==> config.mk <==
export PLATFORM = sky130hd
export DESIGN_NAME = fetch_queue
export DESIGN_NICKNAME = d
export VERILOG_FILES = /design/src/rtl/fetch_queue.sv
export SDC_FILE = /design/constraint.sdc
export NUM_CORES = 1
export LEC_CHECK = 0
export BUFFER_PORTS_ARGS = -buffer_cell sky130_fd_sc_hd__buf_2
export CAP_MARGIN = 20
export CORE_UTILIZATION = 30
export DETAILED_ROUTE_END_ITERATION = 10
export PLACE_DENSITY = 0.6
export SYNTH_ARGS = -nofsm -noshare
export SYNTH_HDL_FRONTEND = slang
export SYNTH_SLANG_ARGS = --single-unit
==> constraint.sdc <==
create_clock -name clk -period 13.8 [get_ports clk]
set_clock_uncertainty 0.1 [all_clocks]
set_input_delay 0.69 -clock clk [delete_from_list [all_inputs] [get_ports clk]]
set_output_delay 0.69 -clock clk [all_outputs]
set_load 0.05 [all_outputs]
==> src/rtl/fetch_queue.sv <==
// Instruction fetch queue: circular FIFO of {instr, pc} pairs between fetch and decode.
// Optional FETCHQ_BYPASS_EN: empty queue forwards the input pair combinationally.
module fetch_queue #(
  parameter int DATA_WIDTH = 32,
  parameter int DEPTH      = 4
) (
  input  logic                       clk,
  input  logic                       rst,
  input  logic                       flush,
  input  logic                       in_valid,
  output logic                       in_ready,
  input  logic [DATA_WIDTH-1:0]      in_instr,
  input  logic [DATA_WIDTH-1:0]      in_pc,
  output logic                       out_valid,
  input  logic                       out_ready,
  output logic [DATA_WIDTH-1:0]      out_instr,
  output logic [DATA_WIDTH-1:0]      out_pc,
  output logic [DATA_WIDTH-1:0]      out_pcplus4,
  output logic [$clog2(DEPTH):0]     count
);

  localparam int PW = $clog2(DEPTH);
  localparam logic [DATA_WIDTH-1:0] NOP = DATA_WIDTH'(32'h0000_0013);

  logic [DATA_WIDTH-1:0] mem_instr [DEPTH];
  logic [DATA_WIDTH-1:0] mem_pc    [DEPTH];

  logic [PW:0] wr_ptr;
  logic [PW:0] rd_ptr;

  logic empty;
  logic full;
  logic push;
  logic pop;
  logic byp;
  logic wr_en;
  logic rd_en;

  logic [DATA_WIDTH-1:0] head_instr;
  logic [DATA_WIDTH-1:0] head_pc;

  assign empty = (wr_ptr == rd_ptr);
  assign full  = (wr_ptr[PW-1:0] == rd_ptr[PW-1:0]) &&
                 (wr_ptr[PW] != rd_ptr[PW]);

  // in_ready ignores out_ready: a full queue never takes a push
  assign in_ready = !full;
  assign push     = in_valid && in_ready;

`ifdef FETCHQ_BYPASS_EN
  assign byp = empty && !flush && in_valid;
`else
  assign byp = 1'b0;
`endif

  assign out_valid = (!empty && !flush) || byp;
  assign pop       = out_valid && out_ready;

  // A bypassed entry taken the same cycle is never stored
  assign wr_en = push && !(byp && out_ready);
  assign rd_en = pop && !byp;

  assign head_instr = byp ? in_instr : mem_instr[rd_ptr[PW-1:0]];
  assign head_pc    = byp ? in_pc    : mem_pc[rd_ptr[PW-1:0]];

  assign out_instr   = out_valid ? head_instr : NOP;
  assign out_pc      = out_valid ? head_pc : '0;
  assign out_pcplus4 = out_pc + DATA_WIDTH'(4);

  assign count = wr_ptr - rd_ptr;

  // Pointer update; flush wins over push and pop
  always_ff @(posedge clk or posedge rst) begin
    if (rst) begin
      wr_ptr <= '0;
      rd_ptr <= '0;
    end else if (flush) begin
      wr_ptr <= '0;
      rd_ptr <= '0;
    end else begin
      if (wr_en) wr_ptr <= wr_ptr + 1'b1;
      if (rd_en) rd_ptr <= rd_ptr + 1'b1;
    end
  end

  // Storage write; contents are not reset
  always_ff @(posedge clk) begin
    if (wr_en && !flush) begin
      mem_instr[wr_ptr[PW-1:0]] <= in_instr;
      mem_pc[wr_ptr[PW-1:0]]    <= in_pc;
    end
  end

endmodule

==> summary.txt <==
outcome - finished clean
die width - 192 µm
Row Count - 69
drt total wl - 23.7 mm
Remaining Overflow, GRT - 0
Hold WC Path Type - input pin to register
Final ANT Viol Nets - 0
max_slew headroom - 0.315
wire length of the first global-routing pass - 35.2 mm
synth unique cells - 39
Post-synth top cells - edfxtp_1, mux4_2, and2_1, nand2_1, inv_1
Max Cap Viol - 0
setup_tns - 0 ns
EDFF count, synth - 256
Root Driver - clkbuf_16
Setup Buffers After CTS - 0
Iter 0 DRT Violations - 227
Async SR Flop Fraction - 0.0229
Seq cells post-synth - 262
FMAX - 0.184 GHz
CTS HTree Levels - 1
TritonCTS buffer count - 27
I/O pin count - 170
GPL Wtd Cong - 0.835
crit start category - register
Hold Vio Cnt, Final - 0
P&R area growth vs syn - 20.9%
power density over the cells - 161 nW/µm²
crit path buf inv count - 4
cell depth of the worst setup path - 14
maximum fanout along the worst path - 60
top-count cell post-synth - edfxtp_1
syn_area_per_cell - 19.4 µm²
Crit-path slowest cell - dfrtp_4
worst skew pair latency - 0.52 ns
Sink Count - 262
post-synth top area share - 0.712
top area cells in the synthesized netlist - edfxtp_1, mux4_2, and2_1
slowest stage delay, CP - 0.87 ns
clk buf depth - 3
worst vdd ir - 0.138 mV
final period utilization - 0.394
setup slack after layout - 8.36 ns
Initial Util - 0.304
DR WL/cell - 19.4 µm
Port Buffer Count - 169
dpl ws - 8.78 ns
nets@finish - 816
min Tclk post-route - 5.44 ns
ys flop type - edfxtp_1
yosys warns - 0
initial antenna violation count - 6
crit-path most repeated cell - nand2_1
die area - 36,700 µm²
crit-path cells - ha_1 > nand2_1 > o21ai_2 > inv_2 > buf_4 > nand2_1 > inv_1 > ha_1 > nand3_1 > nor3_1 > nand2_1 > nor4_2 > xor2_1 > buf_2
crit path DAT - 4.65 ns
Syn Std Cell Area - 10,800 µm²
post_cts resized - 0
syn_nets - 634
Worst-Margin Slew - 1.03 ns
gr usage total - 0.128
max-slew violations - 0
Mapped Cells - 556
DR pass1 iterations - 4
CTS tree - done
DRC - 0
Worst Reg2Reg Path Length in Cells - 6
number of global-route vias before repair - 5,756
unrepaired setup endpoints after global routing - false
worst hold path stage count - 1
Reg clk slew, reported paths - 0.07 ns
Critical Path RT - 13.01 ns
largest net degree at the start of global routing - 65
core box area - 35,500 µm²
Setup violations, final - 0
Die Height - 192 µm
via count - 5,559
Setup crit end kind - primary output
dpl hpwl - 15.0 mm
vias per inst - 4.55
Pleak - 4.71 nW
crit path kind - register to primary output
Synth area leader - edfxtp_1
crit-path leading delay family - simple AND/OR/NAND/NOR gates
sequential-to-total area share from yosys stat - 0.726
share of cells above drive strength 1 - 0.377
flip-flops by register name, summed over array words and instances, names as in the netlist:
register	count
rd_ptr	3
mem_instr	128
mem_pc	128
wr_ptr	3
power breakdown:
group          leakage (nW)  switching (mW)  internal [mW]
clock network         0.430           0.290          0.433
registers              2.40          0.0219          0.899
logic                  1.87           0.322          0.139
total                  4.71           0.633           1.47
cells in the final DEF, fill, tap and decap left out, types with 2 or more instances in the layout:
| cell type | synthesis | layout |
|---|---|---|
| clkbuf_1 | 7 | 4 |
| buf_4 | 3 | 7 |
| diode_2 | 0 | 2 |
| ha_1 | 8 | 8 |
| mux4_1 | 8 | 8 |
| and2_1 | 52 | 48 |
| nand2_1 | 24 | 24 |
| nand3_1 | 16 | 16 |
| o211a_1 | 3 | 3 |
| dfrtp_4 | 0 | 2 |
| bufinv_16 | 0 | 4 |
| clkinv_2 | 0 | 3 |
| xnor2_1 | 16 | 16 |
| dfrtp_1 | 6 | 4 |
| edfxtp_1 | 256 | 256 |
| inv_1 | 18 | 18 |
| nand4_1 | 5 | 5 |
| buf_2 | 10 | 169 |
| and2_4 | 0 | 4 |
| nor3_1 | 7 | 7 |
| xor2_1 | 16 | 16 |
| nor2_1 | 16 | 16 |
| clkbuf_16 | 0 | 27 |
| and4_1 | 3 | 3 |
| clkinv_1 | 1 | 7 |
| o211ai_1 | 3 | 3 |
| inv_6 | 0 | 2 |
| nand2b_1 | 3 | 3 |
| mux4_2 | 56 | 56 |
path summary, 6_finish.rpt:
kind | slack (ns) | endpoint | from
max reg2reg | 10.37 | mem_instr[0][4] | rd_ptr[0]
min reg2reg | 0.54 | wr_ptr[1] | wr_ptr[1]
min | 0.27 | mem_instr[0][24] | in_instr[24]
max in group asynchronous | 12.82 | rd_ptr[1] | rst
max | 8.36 | out_pcplus4[26] | rd_ptr[0]
min in group asynchronous | 0.54 | rd_ptr[0] | rst
metrics by stage:
| stage | power, mW | instances | hold slack [ns] | utilization | instance area [µm²] |
|---|---|---|---|---|---|
| after CTS | 2.14 | 1219 | 0.235 | 0.368 | 13000 |
| after global routing | 2.18 | 1219 | 0.244 | 0.368 | 13000 |
| after floorplan | 1.29 | 556 | 0.381 | - | 10800 |
| final | 2.10 | 1221 | 0.269 | 0.368 | 13100 |
| after detailed placement | 1.41 | 1169 | 0.523 | 0.342 | 12200 |
| after global placement | 1.40 | 1169 | 0.515 | 0.342 | 12200 |
repair_timing:
item                                   4_1_cts  5_1_grt
hold buffers                                 1        0
setup endpoints to repair                    0        0
endpoints found under the hold margin        6        0
per-layer routing:
layer	routed length [µm]	up-vias	track usage
met1	10000	2773	0.162
met5	53	-	0
met4	438	8	0.0284
met3	1620	35	0.0342
met2	11600	184	0.219
li1	-	2559	-
final cells by class:
cell class              count  area (µm²)
fillers                  3316       22400
flip-flops and latches    262        7850
multi-input cells         251        2760
repair buffers            177         908
clock buffers              31         691
well taps                 461         577
clock inverters            18         195
inverters                  19        71.3
diodes                      2        5.00
worst register-to-register path, stage by stage, from the launching register on:
cell and delay [ns]:
dfrtp_4 0.87, ha_1 0.40, nand3_1 0.18, nand2_1 0.13, nor2_1 0.24, and2_4 0.47
buf_4 0.65
logic make-up (layout without fill, tap and decap cells):
logic type	after synthesis	after routing	share of synthesized area
flops	262	262	0.726
simple gates	133	133	0.0691
mux	65	65	0.137
buf+inv	43	245	0.0192
xor+xnor	33	33	0.0285
compound gates	11	11	0.00869
fa+ha+maj	9	9	0.0111
other cells	0	2	0
No activity file was read; power rests on OpenSTA's default activity.
